**config.mk**
```make
export PLATFORM = sky130hd
export DESIGN_NAME = ts_sync_aligner
export DESIGN_NICKNAME = d
export VERILOG_FILES = /design/src/rtl/ts_sync_aligner.sv
export SDC_FILE = /design/constraint.sdc
export NUM_CORES = 1
export LEC_CHECK = 0
export BUFFER_PORTS_ARGS = -buffer_cell sky130_fd_sc_hd__buf_2
export CORE_MARGIN = 2
export CORE_UTILIZATION = 41
export DETAILED_ROUTE_END_ITERATION = 8
export PLACE_DENSITY = 0.67
export SYNTH_ARGS = -nofsm -noshare
export SYNTH_HDL_FRONTEND = slang
export SYNTH_SLANG_ARGS = --single-unit
```
**constraint.sdc**
```tcl
create_clock -name clk -period 5.4 [get_ports clk]
set_clock_uncertainty 0.2 [all_clocks]
set_input_delay 0.54 -clock clk [delete_from_list [all_inputs] [get_ports clk]]
set_output_delay 0.54 -clock clk [all_outputs]
set_load 0.05 [all_outputs]
```
**src/rtl/ts_sync_aligner.sv**
```systemverilog
// ts_sync_aligner: MPEG-2 TS byte-stream sync aligner.
// It hunts for SYNC_BYTE at PKT_LEN spacing and locks after LOCK_COUNT consecutive hits.
// While locked it flywheels through up to UNLOCK_COUNT-1 consecutive boundary misses.
// Aligned bytes are forwarded with a one-cycle registered latency; out_sync marks packet byte 0.
// Optional build macro: TS_SYNC_INVERT_EN. When defined, ~SYNC_BYTE (DVB inverted sync) also counts as a match.
module ts_sync_aligner #(
    parameter int          PKT_LEN      = 188,
    parameter int          LOCK_COUNT   = 3,
    parameter int          UNLOCK_COUNT = 3,
    parameter logic [7:0]  SYNC_BYTE    = 8'h47
) (
    input  logic       clk,
    input  logic       reset_n,
    input  logic       in_valid,
    input  logic [7:0] in_data,
    output logic       out_valid,
    output logic       out_sync,
    output logic [7:0] out_data,
    output logic       locked,
    output logic [7:0] sync_loss_count
);

    typedef enum logic [1:0] {
        ST_HUNT   = 2'd0,
        ST_VERIFY = 2'd1,
        ST_LOCKED = 2'd2
    } state_t;

    localparam logic [7:0] LAST_POS = 8'(PKT_LEN - 1);
    localparam logic [3:0] LOCK_N   = 4'(LOCK_COUNT);
    localparam logic [3:0] UNLOCK_N = 4'(UNLOCK_COUNT);

    state_t     state_q, state_d;
    logic [7:0] pos_q, pos_d;
    logic [3:0] hit_q, hit_d;
    logic [3:0] miss_q, miss_d;
    logic [7:0] loss_q, loss_d;
    logic       out_valid_q, out_valid_d;
    logic       out_sync_q, out_sync_d;
    logic [7:0] out_data_q, out_data_d;

    logic       sync_match;
    logic       boundary;
    logic [7:0] pos_inc;
    logic [3:0] hit_inc;
    logic [3:0] miss_inc;

    // Classify the incoming byte and precompute the counter increments.
    always_comb begin
`ifdef TS_SYNC_INVERT_EN
        sync_match = (in_data == SYNC_BYTE) || (in_data == ~SYNC_BYTE);
`else
        sync_match = (in_data == SYNC_BYTE);
`endif
        boundary = (pos_q == 8'd0);
        pos_inc  = (pos_q == LAST_POS) ? 8'd0 : pos_q + 8'd1;
        hit_inc  = hit_q + 4'd1;
        miss_inc = miss_q + 4'd1;
    end

    // Next-state logic: hunt / verify / locked, plus the forwarded-byte register inputs.
    always_comb begin
        state_d     = state_q;
        pos_d       = pos_q;
        hit_d       = hit_q;
        miss_d      = miss_q;
        loss_d      = loss_q;
        out_valid_d = 1'b0;
        out_sync_d  = 1'b0;
        out_data_d  = out_data_q;

        if (in_valid) begin
            case (state_q)
                ST_HUNT: begin
                    if (sync_match) begin
                        hit_d = 4'd1;
                        pos_d = 8'd1;
                        if (LOCK_N == 4'd1) begin
                            // A single hit is enough: this byte is the locking byte.
                            state_d     = ST_LOCKED;
                            miss_d      = 4'd0;
                            out_valid_d = 1'b1;
                            out_sync_d  = 1'b1;
                            out_data_d  = in_data;
                        end else begin
                            state_d = ST_VERIFY;
                        end
                    end
                end

                ST_VERIFY: begin
                    if (boundary && !sync_match) begin
                        // Candidate alignment failed; this byte is not reconsidered.
                        state_d = ST_HUNT;
                        hit_d   = 4'd0;
                        pos_d   = 8'd0;
                    end else begin
                        pos_d = pos_inc;
                        if (boundary) begin
                            hit_d = hit_inc;
                            if (hit_inc == LOCK_N) begin
                                state_d     = ST_LOCKED;
                                miss_d      = 4'd0;
                                out_valid_d = 1'b1;
                                out_sync_d  = 1'b1;
                                out_data_d  = in_data;
                            end
                        end
                    end
                end

                ST_LOCKED: begin
                    if (boundary && !sync_match && (miss_inc == UNLOCK_N)) begin
                        // Lock lost: the triggering byte is swallowed.
                        state_d = ST_HUNT;
                        hit_d   = 4'd0;
                        miss_d  = 4'd0;
                        pos_d   = 8'd0;
                        if (loss_q != 8'hFF) begin
                            loss_d = loss_q + 8'd1;
                        end
                    end else begin
                        pos_d       = pos_inc;
                        out_valid_d = 1'b1;
                        out_sync_d  = boundary;
                        out_data_d  = in_data;
                        if (boundary) begin
                            miss_d = sync_match ? 4'd0 : miss_inc;
                        end
                    end
                end

                default: begin
                    state_d = ST_HUNT;
                    hit_d   = 4'd0;
                    miss_d  = 4'd0;
                    pos_d   = 8'd0;
                end
            endcase
        end
    end

    // State and output registers; asynchronous active-low reset.
    always_ff @(posedge clk or negedge reset_n) begin
        if (!reset_n) begin
            state_q     <= ST_HUNT;
            pos_q       <= 8'd0;
            hit_q       <= 4'd0;
            miss_q      <= 4'd0;
            loss_q      <= 8'd0;
            out_valid_q <= 1'b0;
            out_sync_q  <= 1'b0;
            out_data_q  <= 8'd0;
        end else begin
            state_q     <= state_d;
            pos_q       <= pos_d;
            hit_q       <= hit_d;
            miss_q      <= miss_d;
            loss_q      <= loss_d;
            out_valid_q <= out_valid_d;
            out_sync_q  <= out_sync_d;
            out_data_q  <= out_data_d;
        end
    end

    assign out_valid       = out_valid_q;
    assign out_sync        = out_sync_q;
    assign out_data        = out_data_q;
    assign locked          = (state_q == ST_LOCKED);
    assign sync_loss_count = loss_q;

endmodule
```
==> results.py <==
metrics = {
    "synthesis": {
        "syn_nets": 231,
        "async_reset_ff_share_pct": 100,
        "synth_cells": 209,
        "ys_top_cells_by_count": "dfrtp_1 (36), nand2_1 (15), ha_1 (11), inv_1 (11)",
        "synthTopCellsByArea": "dfrtp_1 (41%), ha_1 (6.3%), mux2_2 (4.1%)",
        "ys_seq_elements": 36,
        "yosys.area.top_type_share_pct": 41.5,
        "synthFlopType": "dfrtp_1",
        "yosysTopAreaCell": "dfrtp_1",
        "yosys.cell_types.count": 60,
        "netlist_area_mm2": 0.00217,
        "yosysMostFrequentCell": "dfrtp_1",
        "ys_seq_area_share_pct": 41.5,
        "avgSynthCellArea_um2": 10.4,
        "synth_warnings": 0,
        "synth_enable_flop_cells": 0,
    },
    "cts": {
        "cts_resized": 0,
        "numCtsBuffers": 5,
        "holdBufCountCts": 0,
        "cts_num_sinks": 36,
        "post_cts_buffers": 0,
        "clk_pin_slew_ps": 80,
        "tritoncts": "done",
        "htree_levels": 2,
        "clk_path_buf_depth": 2,
        "clock_latency_ps": 290,
        "cts_root_buffer": "clkbuf_8",
    },
    "die": {
        "initial_core_util_pct": 42.6,
        "num_io_pins": 30,
        "core_area_mm2": 0.00511,
        "die-area_mm2": 0.00590,
        "die_height_um": 76.8,
        "fp-row-count": 26,
        "chipWidth_um": 76.8,
    },
    "placed_design": {
        "hpwl_mm": 3.30,
        "gp_congestion": 0.845,
        "portBuffers": 29,
        "dpl-instance-area_mm2": 0.00239,
    },
    "routing": {
        "ant_nets": 0,
        "dr_total_vias": 1765,
        "drt_iter0_markers": 86,
        "routed_wl_mm": 4.60,
        "drc": 0,
        "avgRoutedWirePerCell_um": 14.8,
        "avgViaCountPerCell": 5.66,
        "dr.pass1.iters": 4,
    },
    "setup_path": {
        "crit_path_end_kind": "register",
        "critPathArrivalTime_ps": 2610,
        "worstSetupStartpointType": "register",
        "r2r_slack_ps": 2770,
        "cp.required_ps": 5380,
        "worst-setup-path-type": "reg -> reg",
        "crit_fanout": 8,
    },
    "sta": {
        "rsz0062_at_grt": "false",
        "worst_pin_slew_ps": 781,
        "period_needed_ps": 2630,
        "slew_violations": 0,
        "setup_viol": 0,
        "slew_headroom_pct": 47.9,
        "finalCritPeriodShare_pct": 48.7,
        "max_freq_mhz": 380,
        "fin_setup_tns_ps": 0,
        "hold_viol_final": 0,
    },
    "final_layout": {
        "fin_area_mm2": 0.00248,
        "diodes": 0,
        "layout-drive-gt1-share_pct": 25.2,
        "fin_nets": 263,
        "nFillCells": 480,
        "area_growth_pct": 14.1,
    },
    "hold_path": {
        "hp-class": "in -> async",
    },
    "grt": {
        "antenna_found_initial": 0,
        "first_global_vias": 1643,
        "grt_max_degree": 37,
        "grt_pass1_wl_mm": 7.89,
        "globalRouteOverflowTotal": 0,
        "grt_usage_pct": 16.4,
    },
    "power_and_ir_drop": {
        "leakage_uw": 0.00115,
        "peakVddDrop_v": 0.000254,
        "power.density_mw_per_mm2": 443,
    },
    "run": {
        "drv_cap": 0,
    },
    "outcome": {
        "status": "finished clean",
    },
}
-- cell families after synthesis --
| family | share of synthesized area, % |
|---|---|
| xor+xnor | 2.82 |
| buf+inv | 2.82 |
| flops | 41.5 |
| simple gates | 21.9 |
| mux | 5.18 |
| compound gates | 19.5 |
| fa+ha+maj | 6.33 |
-- layout by cell type (no fill, tap or decap), types with 2 or more instances in the layout --
cell and count:
nand3b_1 2, nor3_1 9, o21ai_1 2, dfrtp_1 36, a31oi_1 2, o41ai_1 5, xor2_1 6, a22o_1 4
o21ai_0 7, mux2_1 2, and3_1 2, a21bo_2 2, nor4_1 5, nand4_1 2, o31ai_1 7, ha_1 11
nor2_1 8, buf_2 29, nand3_1 9, nor4b_1 2, or2_4 2, inv_1 11, and2_1 2, a21oi_1 4
mux2_2 8, nor2b_1 2, nor3b_1 2, clkbuf_8 6, nand2b_1 3, or3_1 4, nand2_1 15, o41ai_2 2
-- state kept, by name (all words and copies together), names as in the netlist --
name	cells
miss_q	4
out_sync	1
sync_loss_count	8
hit_q	4
state_q	2
out_valid	1
out_data	8
pos_q	8
-- path summary, 6_finish.rpt --
check,from,to,depth (start not counted)
min in group clk,in_data[3],out_data[3],2
max,hit_q[0],out_data[0],7
min,reset_n,state_q[0],1
min reg2reg,out_data[3],out_data[3],1
max in group asynchronous,reset_n,pos_q[2],1
max reg2reg,hit_q[0],out_data[0],7
-- routing by layer --
metal	global-route usage [%]	share of wire [%]	vias up
met4	6.36	1.4	0
met3	2.35	3.2	5
met5	0	0	-
met1	22.5	48	856
met2	26.1	48	37
li1	-	-	867
-- layout make-up --
type / instances / area [um2] / share of cell area (%)
clock inverter: 1 / 7.51 / 0.303
sequential: 36 / 901 / 36.3
clock buffer: 7 / 86.3 / 3.48
tap: 70 / 87.6 / 3.53
multi-input combinational: 158 / 1210 / 48.8
timing repair buffer: 29 / 145 / 5.85
inverter: 11 / 41.3 / 1.66
-- stage by stage --
stage               total power (uW)  setup WS (ps)  hold WS, ps  utilization (%)  std cells
global route                    1170           2630          218             48.6        312
detailed placement               896           2710          281             46.7        304
CTS                             1100           2780          163             48.6        312
finish                          1100           2770          125             48.6        312
global placement                 891           2750          272             46.7        304
floorplan                        779           3000         44.4                -        209
-- critical path: stages, from the launching register on --
cell	delay (ps)
dfrtp_1	420
inv_1	100
ha_1	210
and3_1	180
a31oi_1	490
o31ai_1	210
a21oi_4	330
mux2_2	370
-- power breakdown --
| part | switching [uW] | internal (uW) |
|---|---|---|
| Sequential | 58.8 | 328 |
| Clock | 97.5 | 104 |
| Combinational | 333 | 177 |
No activity file was read; power rests on OpenSTA's default activity.
